File: config.mk
export PLATFORM = sky130hd
export DESIGN_NAME = sha256_round_engine
export DESIGN_NICKNAME = d
export VERILOG_FILES = /design/src/rtl/sha256_round_engine.sv
export SDC_FILE = /design/constraint.sdc
export NUM_CORES = 2
export LEC_CHECK = 0
export CAP_MARGIN = 20
export CORE_MARGIN = 2
export CORE_UTILIZATION = 23
export DETAILED_ROUTE_END_ITERATION = 8
export PLACE_DENSITY_LB_ADDON = 0.25
export SKIP_LAST_GASP = 1
export SLEW_MARGIN = 20
export SYNTH_ARGS = -nofsm -noshare
export SYNTH_HDL_FRONTEND = slang
export SYNTH_SLANG_ARGS = --single-unit
File: constraint.sdc
create_clock -name clk_i -period 8.23 [get_ports clk_i]
set_input_delay 2.0575 -clock clk_i [delete_from_list [all_inputs] [get_ports clk_i]]
set_output_delay 2.0575 -clock clk_i [all_outputs]
set_load 0.005 [all_outputs]
File: src/rtl/sha256_round_engine.sv
// sha256_round_engine: single-block SHA-256 compression with internal K ROM,
// persistent chaining register, streaming 16-word message load and
// UNROLL rounds per clock.
module sha256_round_engine #(
    parameter int UNROLL = 1
) (
    input  logic         clk_i,
    input  logic         rst_n_i,
    input  logic         start_i,
    input  logic [1:0]   mode_i,
    input  logic [255:0] h_in_i,
    input  logic [31:0]  m_data_i,
    input  logic         m_valid_i,
    output logic         m_ready_o,
    output logic         busy_o,
    output logic [255:0] res_o,
    output logic         res_valid_o
);

    generate
        if (UNROLL != 1 && UNROLL != 2 && UNROLL != 4 && UNROLL != 8) begin : g_bad_unroll
            $error("sha256_round_engine: UNROLL must be 1, 2, 4 or 8");
        end
    endgenerate

    typedef enum logic [2:0] {S_IDLE, S_INIT, S_LOAD, S_ROUNDS, S_FINAL} state_e;

    localparam logic [255:0] IV = 256'h6a09e667_bb67ae85_3c6ef372_a54ff53a_510e527f_9b05688c_1f83d9ab_5be0cd19;

    localparam logic [31:0] K [64] = '{
        32'h428a2f98, 32'h71374491, 32'hb5c0fbcf, 32'he9b5dba5, 32'h3956c25b, 32'h59f111f1, 32'h923f82a4, 32'hab1c5ed5,
        32'hd807aa98, 32'h12835b01, 32'h243185be, 32'h550c7dc3, 32'h72be5d74, 32'h80deb1fe, 32'h9bdc06a7, 32'hc19bf174,
        32'he49b69c1, 32'hefbe4786, 32'h0fc19dc6, 32'h240ca1cc, 32'h2de92c6f, 32'h4a7484aa, 32'h5cb0a9dc, 32'h76f988da,
        32'h983e5152, 32'ha831c66d, 32'hb00327c8, 32'hbf597fc7, 32'hc6e00bf3, 32'hd5a79147, 32'h06ca6351, 32'h14292967,
        32'h27b70a85, 32'h2e1b2138, 32'h4d2c6dfc, 32'h53380d13, 32'h650a7354, 32'h766a0abb, 32'h81c2c92e, 32'h92722c85,
        32'ha2bfe8a1, 32'ha81a664b, 32'hc24b8b70, 32'hc76c51a3, 32'hd192e819, 32'hd6990624, 32'hf40e3585, 32'h106aa070,
        32'h19a4c116, 32'h1e376c08, 32'h2748774c, 32'h34b0bcb5, 32'h391c0cb3, 32'h4ed8aa4a, 32'h5b9cca4f, 32'h682e6ff3,
        32'h748f82ee, 32'h78a5636f, 32'h84c87814, 32'h8cc70208, 32'h90befffa, 32'ha4506ceb, 32'hbef9a3f7, 32'hc67178f2
    };

    function automatic logic [31:0] rotr(input logic [31:0] x, input int n);
        return (x >> n) | (x << (32 - n));
    endfunction
    function automatic logic [31:0] bsig0(input logic [31:0] x);
        return rotr(x, 2) ^ rotr(x, 13) ^ rotr(x, 22);
    endfunction
    function automatic logic [31:0] bsig1(input logic [31:0] x);
        return rotr(x, 6) ^ rotr(x, 11) ^ rotr(x, 25);
    endfunction
    function automatic logic [31:0] ssig0(input logic [31:0] x);
        return rotr(x, 7) ^ rotr(x, 18) ^ (x >> 3);
    endfunction
    function automatic logic [31:0] ssig1(input logic [31:0] x);
        return rotr(x, 17) ^ rotr(x, 19) ^ (x >> 10);
    endfunction

    state_e         state_q, state_d;
    logic [1:0]     mode_q, mode_d;
    logic [3:0]     cnt_q, cnt_d;
    logic [6:0]     t_q, t_d;
    logic [31:0]    v_q [8], v_d [8];      // working variables a..h
    logic [31:0]    h_q [8], h_d [8];      // chaining value
    logic [31:0]    w_q [16], w_d [16];    // schedule window W_t..W_t+15
    logic [255:0]   res_q, res_d;
    logic           res_vld_q, res_vld_d;

    logic [31:0]    vs [UNROLL+1][8];
    logic [31:0]    ws [UNROLL+1][16];
    logic [31:0]    t1 [UNROLL];
    logic [31:0]    t2 [UNROLL];

    // UNROLL round steps chained combinationally, each also sliding the schedule window
    always_comb begin
        vs[0] = v_q;
        ws[0] = w_q;
        for (int i = 0; i < UNROLL; i++) begin
            t1[i] = vs[i][7] + bsig1(vs[i][4]) + ((vs[i][4] & vs[i][5]) ^ (~vs[i][4] & vs[i][6]))
                  + K[t_q[5:0] + 6'(i)] + ws[i][0];
            t2[i] = bsig0(vs[i][0]) + ((vs[i][0] & vs[i][1]) ^ (vs[i][0] & vs[i][2]) ^ (vs[i][1] & vs[i][2]));
            vs[i+1][0] = t1[i] + t2[i];
            vs[i+1][1] = vs[i][0];
            vs[i+1][2] = vs[i][1];
            vs[i+1][3] = vs[i][2];
            vs[i+1][4] = vs[i][3] + t1[i];
            vs[i+1][5] = vs[i][4];
            vs[i+1][6] = vs[i][5];
            vs[i+1][7] = vs[i][6];
            for (int j = 0; j < 15; j++) ws[i+1][j] = ws[i][j+1];
            ws[i+1][15] = ssig1(ws[i][14]) + ws[i][9] + ssig0(ws[i][1]) + ws[i][0];
        end
    end

    // Next state and handshake outputs
    always_comb begin
        state_d   = state_q;
        m_ready_o = 1'b0;
        busy_o    = 1'b1;
        case (state_q)
            S_IDLE: begin
                busy_o = 1'b0;
                if (start_i) state_d = S_INIT;
            end
            S_INIT:   state_d = S_LOAD;
            S_LOAD: begin
                m_ready_o = 1'b1;
                if (m_valid_i && cnt_q == 4'd15) state_d = S_ROUNDS;
            end
            S_ROUNDS: if (t_q == 7'(64 - UNROLL)) state_d = S_FINAL;
            S_FINAL:  state_d = S_IDLE;
            default:  state_d = S_IDLE;
        endcase
    end

    // Datapath next-state: H select, word capture, round update, final add
    always_comb begin
        mode_d    = mode_q;
        cnt_d     = cnt_q;
        t_d       = t_q;
        v_d       = v_q;
        h_d       = h_q;
        w_d       = w_q;
        res_d     = res_q;
        res_vld_d = 1'b0;
        case (state_q)
            S_IDLE: if (start_i) mode_d = mode_i;
            S_INIT: begin
                for (int j = 0; j < 8; j++) begin
                    case (mode_q)
                        2'd1:    h_d[j] = h_q[j];
                        2'd2:    h_d[j] = h_in_i[255-32*j -: 32];
                        default: h_d[j] = IV[255-32*j -: 32];
                    endcase
                    v_d[j] = h_d[j];
                end
                cnt_d = '0;
            end
            S_LOAD: begin
                t_d = '0;
                if (m_valid_i) begin
                    w_d[cnt_q] = m_data_i;
                    cnt_d      = cnt_q + 4'd1;
                end
            end
            S_ROUNDS: begin
                v_d = vs[UNROLL];
                w_d = ws[UNROLL];
                t_d = t_q + 7'(UNROLL);
            end
            S_FINAL: begin
                for (int j = 0; j < 8; j++) begin
                    h_d[j]                 = h_q[j] + v_q[j];
                    res_d[255-32*j -: 32]  = h_q[j] + v_q[j];
                end
                res_vld_d = 1'b1;
            end
            default: ;
        endcase
    end

    // State registers; H comes out of reset holding the IV so chaining starts clean
    always_ff @(posedge clk_i or negedge rst_n_i) begin
        if (!rst_n_i) begin
            state_q   <= S_IDLE;
            mode_q    <= '0;
            cnt_q     <= '0;
            t_q       <= '0;
            res_q     <= '0;
            res_vld_q <= 1'b0;
            for (int j = 0; j < 8; j++) begin
                v_q[j] <= '0;
                h_q[j] <= IV[255-32*j -: 32];
            end
            for (int j = 0; j < 16; j++) w_q[j] <= '0;
        end else begin
            state_q   <= state_d;
            mode_q    <= mode_d;
            cnt_q     <= cnt_d;
            t_q       <= t_d;
            res_q     <= res_d;
            res_vld_q <= res_vld_d;
            v_q       <= v_d;
            h_q       <= h_d;
            w_q       <= w_d;
        end
    end

    assign res_o       = res_q;
    assign res_valid_o = res_vld_q;

endmodule

==> impl_results.md <==
* CTS tree: built
* Starting Density at 0.2309
* Crit-path max FO at 11
* Rel. slew slack at 0.1490
* Nets at 11,062
* R2r startpoint: t_q[1]$_DFFE_PN0P_
* CP Capture Type: register
* Arrival time of the worst setup path at 8490 ps
* Clk Latency, worst-skew pair at 870 ps
* Fin util at 0.2756
* Synth cell types at 85
* Hold_buf cts at 0
* Die ar. at 381,600 µm²
* Core area at 375,300 µm²
* I/O Buffers at 552
* HPWL after DPL at 305,200 µm
* Vias per cell at 4.994
* Clk root buf: clkbuf_16
* Avg Cell Area, Syn at 8.736 µm²
* Routed wire length per instance at 26.39 µm
* Critical Path RT at 8970 ps
* Clock transition at path regs at 60 ps
* HP Start: w_q[173]$_DFFE_PN0P_
* Class of the worst hold path: register to register
* Initial DRC Count at 6,935
* Mapped Area at 86,640 µm²
* Fin crit share at 0.9424
* Critical path startpoint: t_q[1]$_DFFE_PN0P_
* Routed wire length at 403,500 µm
* Worst setup margin at 474.4 ps
* Status: completed
* CTS max path bufs at 4
* Startpoint Class: register
* Initial antenna violation count at 37
* Rows at 225
* Io pins at 553
* DIE HEIGHT at 617.8 µm
* Global-route wire length before repair at 568,600 µm
* Slew at the pin with the worst max-slew slack at 1263 ps
* Critical Path Slowest Stage Cell: a2111oi_0
* Async SR Flop Fraction at 1.000
* Layout cells sized above 1 at 0.07494
* Largest stage delay, worst path at 590 ps
* GRT overflow at 0
* # DRC at 0
* Yosys reg bits at 1,297
* Num CTS Buffers at 159
* Die width at 617.8 µm
* Max_cap viols at 0
* Fin. max-slew vios at 0
* Top cells by count, synth: nand2_1 (1,519), o21ai_0 (1,186), dfrtp_1 (1,161)
* Final setup vio count at 0
* Top post-synthesis cells by area: dfrtp_1 (34%), o21ai_0 (6.9%), nand2_1 (6.6%)
* Most used DFF post-synth: dfrtp_1
* Pre-CTS setup slack at 267.1 ps
* CTS Sinks at 1,297
* Crit Path Class: register to register
* Hold path depth at 2
* Sequential area share after synthesis at 0.3766
* Gpl congestion at 0.9732
* Synth area leader: dfrtp_1
* Mapped Nets at 10,806
* Post-layout min period at 7756 ps
* Cells after Synth at 9,918
* Highest clock rate at 128.9 MHz
* Largest net degree at the start of global routing at 282
* Total track usage at 0.2050
* H-tree Lvls at 4
* Most numerous cell in the Yosys netlist: nand2_1
* P&R area growth vs syn at 19.37%
* Final hold violation count at 0
* ANT nets after route at 0
* R2R depth at 30
* Clk_skew at 61.02 ps
* TritonRoute pass-1 iters at 6
* Count of flip-flops with a built-in enable after synthesis at 0
* Vias in the first global route at 73,438
* DR vias at 76,354
* YS warnings at 0
* Post-synth top area share at 0.3353
worst max-delay path, delay by kind of cell, from the launching register on:
| kind | cells | cell delay (ps) |
|---|---|---|
| buffers and inverters | 3 | 570 |
| AND/OR/NAND/NOR | 4 | 1140 |
| AO/OA/AOI/OAI | 16 | 3600 |
| XOR/XNOR | 1 | 160 |
| adder cells (fa/ha/maj) | 6 | 1750 |
| flip-flops | 1 | 380 |
stage by stage:
| stage | hold slack (ps) | area, µm² | std cells | setup TNS [ps] |
|---|---|---|---|---|
| global placement | 457.8 | 98140 | 15007 | 0 |
| floorplan | 442.2 | 86640 | 9918 | 0 |
| CTS | 437.3 | 103400 | 15282 | 0 |
| detailed placement | 458.3 | 98140 | 15007 | 0 |
| global route | 459.8 | 103400 | 15286 | -32.21 |
| finish | 427.9 | 103400 | 15289 | 0 |
final timing paths:
kind                                     endpoint  slack (ps)
min in group asynchronous  res_o[138]$_DFFE_PN0P_        1060
setup reg to reg             v_q[122]$_DFFE_PN0P_         470
hold reg to reg              w_q[205]$_DFFE_PN0P_         430
hold / removal               w_q[205]$_DFFE_PN0P_         430
setup / recovery             v_q[122]$_DFFE_PN0P_         470
max in group asynchronous    w_q[142]$_DFFE_PN0P_        5360
layout by cell type (no fill, tap or decap), types with 37 or more instances in the layout:
cell | netlist | final
nand2_1 | 1519 | 1507
o21ai_0 | 1186 | 1183
dfrtp_1 | 1161 | 1155
a21oi_1 | 704 | 702
mux2i_1 | 552 | 552
clkdlybuf4s50_1 | 0 | 551
nor2_1 | 500 | 496
inv_1 | 496 | 494
ha_1 | 399 | 396
xnor2_1 | 352 | 352
buf_4 | 0 | 240
a21o_1 | 237 | 237
xor2_1 | 214 | 214
nor3_1 | 211 | 210
fa_1 | 195 | 195
clkbuf_16 | 0 | 161
dfstp_2 | 136 | 136
a22oi_1 | 128 | 128
a221oi_1 | 121 | 120
nand3_1 | 108 | 103
a211oi_1 | 85 | 85
o21a_1 | 69 | 69
a221o_1 | 69 | 69
a31oi_1 | 63 | 63
nand2b_1 | 57 | 56
o21bai_1 | 53 | 53
and3_1 | 53 | 53
o211ai_1 | 49 | 49
nor2b_1 | 48 | 48
mux2_2 | 46 | 46
clkbuf_1 | 625 | 37
cell type report:
cell class                      instances  area [µm²]
Tap cell                             4994        6248
Inverter                              498        1877
Antenna cell                            7       17.52
Clock buffer                          228        4581
Timing Repair Buffer                  813        7765
Sequential cell                      1297       32640
Fill cell                           40332      271800
Multi-Input combinational cell       7405       49660
Clock inverter                         47       638.1
cells by family (layout without fill, tap and decap cells):
family	after synthesis	after routing	share of synthesized area
AOI/OAI and AO/OA	3006	3006	0.2116
xor gates and xnor gates	566	566	0.05722
adders and majority gates	597	597	0.1030
buffers and inverters	1216	1586	0.05273
DFF	1297	1297	0.3766
muxes	603	603	0.07105
other	0	7	0
and+or+nand+nor	2633	2633	0.1279
registers in the layout (all words and copies together), names as in the netlist:
name and cells:
h_q 256, state_q 3, mode_q 2, res_o 256, cnt_q 4, w_q 512, t_q 7, res_valid_o 1
v_q 256
what timing repair did:
item	4_1_cts	5_1_grt
resized for setup	0	10
endpoints found under the setup margin	0	17
setup buffers	0	0
layer usage:
layer / track usage / wire [µm] / up-vias
li1: - / - / 35174
met2: 0.3410 / 190200 / 2512
met3: 0.02884 / 23290 / 594
met1: 0.2653 / 170300 / 38062
met4: 0.08542 / 19600 / 12
met5: 0 / 79 / -
Power is not shown: default switching activity piles up to over one toggle a cycle in this logic, so the estimate is an artifact.
